File: src/rtl/branch_predictor_ctrl_if.sv
// rtl/branch_predictor_ctrl_if.sv - fetch lookup, resolver feedback and status bundle for the branch predictor
interface branch_predictor_ctrl_if #(
  parameter int DATA_WIDTH = 32
);
  logic                  clear_in;
  logic                  fetch_valid_in;
  logic [DATA_WIDTH-1:0] fetch_pc_in;
  logic                  pred_valid_out;
  logic                  pred_out;
  logic                  fb_enable_in;
  logic [DATA_WIDTH-1:0] fb_pc_in;
  logic                  fb_taken_in;
  logic                  fb_flush_in;
  logic                  ready_out;

  modport master (
    output clear_in, fetch_valid_in, fetch_pc_in,
    output fb_enable_in, fb_pc_in, fb_taken_in, fb_flush_in,
    input  pred_valid_out, pred_out, ready_out
  );

  modport slave (
    input  clear_in, fetch_valid_in, fetch_pc_in,
    input  fb_enable_in, fb_pc_in, fb_taken_in, fb_flush_in,
    output pred_valid_out, pred_out, ready_out
  );
endinterface

File: src/rtl/branch_predictor_ctrl.sv
// rtl/branch_predictor_ctrl.sv - bimodal 2-bit BHT with init sweep, 2-stage training and lookup bypass
// Optional statistics counters enabled by defining BRANCH_PRED_STATS_EN.
module branch_predictor_ctrl #(
  parameter int         DATA_WIDTH = 32,
  parameter int         INDEX_BITS = 6,
  parameter logic [1:0] INIT_STATE = 2'b01
) (
  input  logic        clk_in,
  input  logic        rst_in,
`ifdef BRANCH_PRED_STATS_EN
  output logic [31:0] stat_branches_out,
  output logic [31:0] stat_mispred_out,
`endif
  branch_predictor_ctrl_if.slave bus
);
  localparam int ENTRIES = 1 << INDEX_BITS;
  localparam logic [INDEX_BITS-1:0] PTR_ONE = 1;
  localparam logic [INDEX_BITS-1:0] PTR_MAX = '1;

  typedef enum logic {ST_INIT, ST_RUN} state_e;

  state_e                state_q, state_d;
  logic [INDEX_BITS-1:0] ptr_q, ptr_d;
  logic                  pend_valid_q, pend_valid_d;
  logic [INDEX_BITS-1:0] pend_idx_q, pend_idx_d;
  logic                  pend_taken_q, pend_taken_d;
  logic                  pred_valid_q, pred_valid_d;
  logic                  pred_q, pred_d;

  logic [1:0]            bht_q [ENTRIES];
  logic                  wr_en;
  logic [INDEX_BITS-1:0] wr_idx;
  logic [1:0]            wr_data;
  logic [INDEX_BITS-1:0] fetch_idx, fb_idx;
  logic [1:0]            pend_cnt, pend_next;

  assign fetch_idx = bus.fetch_pc_in[INDEX_BITS+1:2];
  assign fb_idx    = bus.fb_pc_in[INDEX_BITS+1:2];

  always_comb begin
    pend_cnt = bht_q[pend_idx_q];
    if (pend_taken_q) pend_next = (pend_cnt == 2'd3) ? 2'd3 : pend_cnt + 2'd1;
    else              pend_next = (pend_cnt == 2'd0) ? 2'd0 : pend_cnt - 2'd1;
  end

  always_comb begin
    state_d      = state_q;
    ptr_d        = ptr_q;
    pend_valid_d = 1'b0;
    pend_idx_d   = pend_idx_q;
    pend_taken_d = pend_taken_q;
    pred_valid_d = 1'b0;
    pred_d       = 1'b0;
    wr_en        = 1'b0;
    wr_idx       = pend_idx_q;
    wr_data      = pend_next;
    case (state_q)
      ST_INIT: begin
        wr_en   = 1'b1;
        wr_idx  = ptr_q;
        wr_data = INIT_STATE;
        if (bus.clear_in) begin
          ptr_d = '0;
        end else if (ptr_q == PTR_MAX) begin
          state_d = ST_RUN;
          ptr_d   = '0;
        end else begin
          ptr_d = ptr_q + PTR_ONE;
        end
      end
      default: begin
        wr_en = pend_valid_q;
        if (bus.fetch_valid_in) begin
          pred_valid_d = 1'b1;
          // The pending write lands on this same edge, so a matching lookup takes its result.
          if (pend_valid_q && pend_idx_q == fetch_idx) pred_d = pend_next[1];
          else                                         pred_d = bht_q[fetch_idx][1];
        end
        if (bus.clear_in) begin
          state_d = ST_INIT;
          ptr_d   = '0;
        end else if (bus.fb_enable_in) begin
          pend_valid_d = 1'b1;
          pend_idx_d   = fb_idx;
          pend_taken_d = bus.fb_taken_in;
        end
      end
    endcase
  end

  always_ff @(posedge clk_in or negedge rst_in) begin
    if (!rst_in) begin
      state_q      <= ST_INIT;
      ptr_q        <= '0;
      pend_valid_q <= 1'b0;
      pend_idx_q   <= '0;
      pend_taken_q <= 1'b0;
      pred_valid_q <= 1'b0;
      pred_q       <= 1'b0;
    end else begin
      state_q      <= state_d;
      ptr_q        <= ptr_d;
      pend_valid_q <= pend_valid_d;
      pend_idx_q   <= pend_idx_d;
      pend_taken_q <= pend_taken_d;
      pred_valid_q <= pred_valid_d;
      pred_q       <= pred_d;
    end
  end

  // Table contents need no reset: every entry is rewritten by the sweep before RUN.
  always_ff @(posedge clk_in) begin
    if (wr_en) bht_q[wr_idx] <= wr_data;
  end

  assign bus.pred_valid_out = pred_valid_q;
  assign bus.pred_out       = pred_q;
  assign bus.ready_out      = (state_q == ST_RUN);

  logic unused_pc_bits;
  assign unused_pc_bits = ^{bus.fetch_pc_in[DATA_WIDTH-1:INDEX_BITS+2], bus.fetch_pc_in[1:0],
                            bus.fb_pc_in[DATA_WIDTH-1:INDEX_BITS+2], bus.fb_pc_in[1:0]};

`ifdef BRANCH_PRED_STATS_EN
  logic [31:0] br_cnt_q, br_cnt_d, mp_cnt_q, mp_cnt_d;

  always_comb begin
    br_cnt_d = br_cnt_q;
    mp_cnt_d = mp_cnt_q;
    if (bus.clear_in) begin
      br_cnt_d = '0;
      mp_cnt_d = '0;
    end else if (state_q == ST_RUN && bus.fb_enable_in) begin
      if (br_cnt_q != 32'hFFFF_FFFF) br_cnt_d = br_cnt_q + 32'd1;
      if (bus.fb_flush_in && mp_cnt_q != 32'hFFFF_FFFF) mp_cnt_d = mp_cnt_q + 32'd1;
    end
  end

  always_ff @(posedge clk_in or negedge rst_in) begin
    if (!rst_in) begin
      br_cnt_q <= '0;
      mp_cnt_q <= '0;
    end else begin
      br_cnt_q <= br_cnt_d;
      mp_cnt_q <= mp_cnt_d;
    end
  end

  assign stat_branches_out = br_cnt_q;
  assign stat_mispred_out  = mp_cnt_q;
`else
  logic unused_flush;
  assign unused_flush = bus.fb_flush_in;
`endif
endmodule

File: src/flat_wrapper.sv
// flat-port wrapper written by rule: the top's interface ports become plain ports
module branch_predictor_ctrl_flat 
#(
  parameter int         DATA_WIDTH = 32,
  parameter int         INDEX_BITS = 6,
  parameter logic [1:0] INIT_STATE = 2'b01
)
  (clk_in, rst_in, bus_clear_in, bus_fetch_valid_in, bus_fetch_pc_in, bus_fb_enable_in, bus_fb_pc_in, bus_fb_taken_in, bus_fb_flush_in, bus_pred_valid_out, bus_pred_out, bus_ready_out);
  branch_predictor_ctrl_if #(.DATA_WIDTH(DATA_WIDTH)) bus_i ();
  input  logic clk_in;
  input  logic rst_in;
  input wire logic [$bits(bus_i.clear_in)-1:0] bus_clear_in;
  input wire logic [$bits(bus_i.fetch_valid_in)-1:0] bus_fetch_valid_in;
  input wire logic [$bits(bus_i.fetch_pc_in)-1:0] bus_fetch_pc_in;
  input wire logic [$bits(bus_i.fb_enable_in)-1:0] bus_fb_enable_in;
  input wire logic [$bits(bus_i.fb_pc_in)-1:0] bus_fb_pc_in;
  input wire logic [$bits(bus_i.fb_taken_in)-1:0] bus_fb_taken_in;
  input wire logic [$bits(bus_i.fb_flush_in)-1:0] bus_fb_flush_in;
  output wire logic [$bits(bus_i.pred_valid_out)-1:0] bus_pred_valid_out;
  output wire logic [$bits(bus_i.pred_out)-1:0] bus_pred_out;
  output wire logic [$bits(bus_i.ready_out)-1:0] bus_ready_out;
  assign bus_i.clear_in = bus_clear_in;
  assign bus_i.fetch_valid_in = bus_fetch_valid_in;
  assign bus_i.fetch_pc_in = bus_fetch_pc_in;
  assign bus_i.fb_enable_in = bus_fb_enable_in;
  assign bus_i.fb_pc_in = bus_fb_pc_in;
  assign bus_i.fb_taken_in = bus_fb_taken_in;
  assign bus_i.fb_flush_in = bus_fb_flush_in;
  assign bus_pred_valid_out = bus_i.pred_valid_out;
  assign bus_pred_out = bus_i.pred_out;
  assign bus_ready_out = bus_i.ready_out;
  branch_predictor_ctrl #(.DATA_WIDTH(DATA_WIDTH), .INDEX_BITS(INDEX_BITS), .INIT_STATE(INIT_STATE)) u_core (.clk_in(clk_in), .rst_in(rst_in), .bus(bus_i));
endmodule
File: config.mk
export PLATFORM = sky130hd
export DESIGN_NAME = branch_predictor_ctrl_flat
export DESIGN_NICKNAME = d
export VERILOG_FILES = /design/src/rtl/branch_predictor_ctrl_if.sv /design/src/rtl/branch_predictor_ctrl.sv /design/src/flat_wrapper.sv
export SDC_FILE = /design/constraint.sdc
export NUM_CORES = 1
export LEC_CHECK = 0
export ABC_CLOCK_PERIOD_IN_PS = 10000
export BUFFER_PORTS_ARGS = -buffer_cell sky130_fd_sc_hd__buf_4
export CORE_MARGIN = 2
export CORE_UTILIZATION = 63
export CTS_CLUSTER_DIAMETER = 30
export DETAILED_ROUTE_END_ITERATION = 16
export GPL_ROUTABILITY_DRIVEN = 1
export PLACE_DENSITY = 0.85
export SLEW_MARGIN = 40
export SYNTH_ARGS = -nofsm -noshare
export SYNTH_HDL_FRONTEND = slang
export SYNTH_SLANG_ARGS = --single-unit
File: constraint.sdc
create_clock -name clk_in -period 10 [get_ports clk_in]
set_input_delay 0.5 -clock clk_in [delete_from_list [all_inputs] [get_ports clk_in]]
set_output_delay 0.5 -clock clk_in [all_outputs]
set_load 0.02 [all_outputs]
== Word-level counts from Yosys, hierarchy flattened ==
Memories as Yosys holds them, arrays and structs flattened.
Cells that the tools add are included.

* Output and inout bits: 3
* Bits in registers: 17
* Bits of input ports: 71
* Memories: 1
* RAM bits: 128

{| class="wikitable"
|+ Memories
! name !! words !! width !! read ports !! clocked after memory_dff !! wr ports !! RTL line !! text
|-
| u_core.bht_q || 64 || 2 || 2 || 0 || 1 || branch_predictor_ctrl.sv:30 || <nowiki>logic [1:0] bht_q [ENTRIES];</nowiki>
|}

* Reduce and logical (&&, ||, !) cells: 3
* Multiplexer cells: 24
* Equal/unequal tests: 4
* Bitwise operators: 1
* $add $sub $neg: 3

{| class="wikitable"
|+ Operators with widths
! cell !! number
|-
| 6-bit 2-to-1 mux || 5
|-
| 1-bit 2-to-1 mux || 15
|-
| 2-bit 2-to-1 mux || 4
|-
| 6-bit by 1-bit adder with 6-bit output, second input constant || 1
|-
| 6-bit equality test || 1
|-
| 6-bit equality test, second input constant || 1
|-
| 3-bit AND reduction || 1
|-
| 2-bit by 1-bit adder with 2-bit output, second input constant || 1
|-
| 2-bit equality test, second input constant || 1
|-
| 2-bit logical NOT || 1
|-
| 2-bit != test, second input constant || 1
|-
| 2-bit by 1-bit subtractor with 2-bit output, second input constant || 1
|-
| 1-bit logical AND || 1
|-
| 1-bit inverter || 1
|}

== Depth between registers and ports, before layout ==
An unclocked memory read counts as a cell.

* Depth in word-level cells: 7
* Depth in mapped cells: 9
* Depth with buffers taken out: 7

== Least setup slack after synthesis ==
No wires, ideal clock.

* Kind: reg-to-reg
* Start point: register u_core.pend_idx_q[1]
* End point: memory u_core.bht_q[0][0] (data pin)
* Library setup time: 0.701 ns
* Data arrival time: 4.247 ns
* Data required time: 9.299 ns
* Cell stages (with the launch flop): 8
* Buffers on the path: 1
* Slack: 5.051 ns
* Cell sequence: dfrtp_1 > buf_2 > mux4_2 > a22oi_1 > nand3_1 > o2111ai_1 > a31oi_1 > o21ai_0

* Word-level cells in the longest chain between the ends: 5
* Elaborated cells between the ends (all ways): 9
* Those cells by class: add/sub (2); eq/ne (1); mux (4); reduce/logical (1); memory (1)

{| class="wikitable"
|+ RTL lines
! element !! RTL line !! text
|-
| from (decl) || branch_predictor_ctrl.sv:25 || <nowiki>logic [INDEX_BITS-1:0] pend_idx_q, pend_idx_d;</nowiki>
|-
| from (signal assigned) || branch_predictor_ctrl.sv:104 || <nowiki>pend_idx_q <= pend_idx_d;</nowiki>
|-
| memory read 64 x 2 bit * || -- ||
|-
| 2-bit by 1-bit subtractor with 2-bit output, or another cell as far along || branch_predictor_ctrl.sv:43 || <nowiki>else pend_next = (pend_cnt == 2'd0) ? 2'd0 : pend_cnt - 2'd1;</nowiki>
|-
| 2-bit 2-to-1 mux (on tied branches) || branch_predictor_ctrl.sv:43, branch_predictor_ctrl.sv:42 ||
|-
| 2-bit 2-to-1 mux * || branch_predictor_ctrl.sv:42 || <nowiki>if (pend_taken_q) pend_next = (pend_cnt == 2'd3) ? 2'd3 : pend_cnt + 2'd1;</nowiki>
|-
| 2-bit 2-to-1 mux * || branch_predictor_ctrl.sv:57 || <nowiki>case (state_q)</nowiki>
|-
| named net u_core.wr_data[0] || branch_predictor_ctrl.sv:33 || <nowiki>logic [1:0] wr_data;</nowiki>
|-
| to (decl) || branch_predictor_ctrl.sv:30 ||
|}

The timed path passes the listed nets; every way through them passes the cells marked *.

== Worst setup path after layout ==
* Start point: register u_core.pend_idx_q[1]
* End point: memory u_core.bht_q[61][0] (data pin)

Same word-level chain as after synthesis.

==> qor.csv <==
stage;metric;value;unit
cts;root buf cell;clkbuf_8;
synth;post-synthesis cell type count;46;
min_path;hold path cells;3;
status;status;finished, final reports clean;
global_route;GR Util met1;0.382;
synth;Synth Register Bits;145;
floorplanning;Die H;108;um
place;number of port buffers;20;
floorplanning;starting density of the core;0.653;
critical_path;FF-to-FF setup slack;6530;ps
power;PnR Total Power;0.00137;W
cells_and_area;final core area utilization;0.736;
cells_and_area;antenna diode count;0;
cells_and_area;area grow syn2layout;12.7;%
sta;Slew HR;0.538;
cells_and_area;layout cells sized above 1;0.216;
synth;Post-Syn Instances;452;
synth;YS warnings;0;
critical_path;Bufs and invs on worst path;2;
critical_path;cell depth of the worst flop-to-flop path;8;
run;Max Cap Viol;0;
critical_path;crit-path max FO;48;
cts;Post-CTS Repair Setup Buffers;0;
cts;post-cts resize count;0;
synth;synthesized cell area;0.00680;mm2
critical_path;Worst Path Required;10270;ps
floorplanning;chip width;108;um
global_route;GR Util met3;0.0866;
cts;CTS Buffer Depth;2;
global_route;All-Layer GR Usage;0.299;
synth;top_reg_cell synth;edfxtp_1;
sta;Final Hold Viols;0;
cts;Clk Latency, worst-skew pair;530;ps
detailed_routing;Starting DRT DRC Count;454;
cts;clock-pin slew on the worst setup and hold paths;60;ps
synth;post-synthesis sequential area ratio;0.628;
place;dpl hpwl;9500;um
synth;EDFF count, synth;128;
sta;clk_skew;7.48;ps
sta;worst slew pin tran;693;ps
sta;Final min period;3470;ps
global_route;grt total ovfl;0;
synth;net count after synthesis;524;
cts;clock sink total;145;
global_route;largest net degree at the start of global routing;65;
critical_path;delay-heaviest family, CP;compound AO/OA/AOI/OAI gates;
detailed_routing;antenna viol nets, final;0;
critical_path;Setup crit start kind;flop;
detailed_routing;total wire length;15600;um
critical_path;crit path capture type;flop;
global_route;first-pass GRT wire length;24600;um
floorplanning;Die Area;0.0116;mm2
place;GPL Wtd Cong;0.816;
detailed_routing;Via density;7.00;
cts;total CTS buffers;17;
power;peak supply drop;0.0952;mV
sta;endpoints failing setup;0;
sta;final period utilization;0.347;
global_route;initial antenna violation count;0;
cts;H-tree depth;4;
cells_and_area;Nets;544;
detailed_routing;via count;4347;
global_route;met2 Track Usage GR;0.470;
critical_path;crit path DAT;3740;ps
detailed_routing;WL/cell;25.2;um
sta;Setup TNS Final;0;ps
floorplanning;Row Count;37;
detailed_routing;TritonRoute pass-1 iters;5;
critical_path;cells along the critical path;buf_4 > mux4_2 > a22oi_1 > nand3_1 > o2111ai_1 > a31oi_1 > o21ai_4 > buf_4;
synth;Mean Syn Cell Area;15.0;um2
floorplanning;core area;0.0104;mm2
sta;RSZ-0062 raised after global routing;no;
critical_path;Critical Path Slowest Stage Cell;mux4_2;
floorplanning;I/O Pins;74;
cts;CTS tree;built;
synth;Yosys top cell area share;0.565;
synth;largest area contributor in the synthesized netlist;edfxtp_1;
critical_path;Most common cell on crit path;buf_4;
power;Power Density;179;mW/mm2
detailed_routing;Post-route DRC;0;
critical_path;Worst Setup Path Type;reg2reg;
synth;asr flop ratio synth;0.117;
min_path;Hold Path Class;in2reg;
sta;Slew Viols, Final;0;
critical_path;stages on the worst setup path;8;
global_route;GR peak layer;met2;
synth;Synth area leaders;edfxtp_1 (57%), mux4_2 (15%), dfrtp_1 (6.3%);
sta;f_max;288;MHz
power;leakage power;2.38;nW
critical_path;Critical Path Max Stage Delay;620;ps
global_route;vias in the first global route;4293;
placed cells by master (no fill, tap or decap), types with 2 or more instances in the layout:
master / count
nor3_1: 2
nand3b_1: 6
clkbuf_1: 4
edfxtp_1: 128
a22oi_1: 2
mux4_2: 44
mux2i_1: 13
a21o_1: 3
a31oi_1: 5
o22ai_1: 2
nand4_1: 2
o221ai_1: 2
nand2b_1: 5
buf_4: 26
xnor2_1: 4
clkbuf_8: 3
clkbuf_16: 19
inv_1: 2
dfrtp_1: 16
nor2b_1: 4
o21a_1: 3
or2_2: 2
nor2_1: 81
xor2_1: 4
nand3_1: 11
nand2_1: 45
mux4_1: 8
a21oi_1: 6
o21ai_0: 9
clkinvlp_4: 3
flip-flops by register name, indices dropped and copies added, names as in the netlist:
signal	cells
u_core.bus.ready_out	1
u_core.bus.pred_valid_out	1
u_core.bht_q	128
u_core.pend_idx_q	6
u_core.bus.pred_out	1
u_core.pend_valid_q	1
u_core.pend_taken_q	1
u_core.ptr_q	6
cell families after synthesis:
logic type / share of synthesized area
AO/OA/AOI/OAI: 0.0412
buffers and inverters: 0.0215
flip-flops: 0.628
AND/OR/NAND/NOR: 0.102
XOR/XNOR: 0.0103
multiplexers: 0.196
adder cells (fa/ha/maj): 0.00184
power breakdown:
group          switching, W  leakage (nW)  internal [W]
clock              0.000231         0.283      0.000388
sequential       0.00000730          1.27      0.000655
combinational     0.0000534         0.823     0.0000383
total              0.000292          2.38       0.00108
area by class of cell:
type                            instances  area, um2
Sequential cell                       145       4270
Clock buffer                           26        532
Clock inverter                          6       66.3
Timing Repair Buffer                   27        205
Inverter                                3       11.3
Fill cell                             570       2750
Tap cell                              136        170
Multi-Input combinational cell        278       2410
per-layer routing:
layer  vias up  share of wire
li1       1793              -
met1      2150           0.36
met2       336           0.49
met3        68           0.10
met4         0          0.049
met5         -              0
stage by stage:
stage	cell area [um2]	worst slack, ps	hold WS [ps]	instances
floorplan	6800	5050	204	452
global placement	7050	6700	369	588
detailed placement	7050	6610	371	588
CTS	7660	6570	150	621
global route	7660	6330	167	621
finish	7660	6530	181	621
worst register-to-register path: stages, from the launching register on:
cell       delay [ps]
dfrtp_2           340
buf_4             520
mux4_2            640
a22oi_1           180
nand3_1           160
o2111ai_1         270
a31oi_1           180
o21ai_4           430
buf_4             480
timing repair:
action,CTS,global route
endpoints found under the hold margin,17,0
setup endpoints to repair,0,0
hold buffers,1,0
final timing paths:
kind                                            from                   endpoint
min in group asynchronous                     rst_in  u_core.bus.pred_valid_out
max in group asynchronous                     rst_in       u_core.pend_idx_q[1]
worst min-delay path                 bus_fb_taken_in        u_core.pend_taken_q
worst min register to register   u_core.pend_taken_q        u_core.pend_taken_q
worst max-delay path            u_core.pend_idx_q[1]        u_core.bht_q[61][0]
worst max register to register  u_core.pend_idx_q[1]        u_core.bht_q[61][0]
cell usage after synthesis (all sizes together) (2+ instances only):
| master | count |
|---|---|
| a21o | 3 |
| a21oi | 6 |
| a22oi | 2 |
| a31oi | 5 |
| buf | 15 |
| clkbuf | 11 |
| dfrtp | 17 |
| edfxtp | 128 |
| inv | 2 |
| mux2i | 13 |
| mux4 | 52 |
| nand2 | 45 |
| nand2b | 5 |
| nand3 | 11 |
| nand3b | 6 |
| nand4 | 2 |
| nor2 | 81 |
| nor2b | 4 |
| nor3 | 2 |
| o21a | 3 |
| o21ai | 11 |
| o221ai | 2 |
| o22ai | 2 |
| o31ai | 2 |
| or2 | 2 |
| xnor2 | 4 |
| xor2 | 4 |
Note: power is estimated with default switching activity, not from simulation.
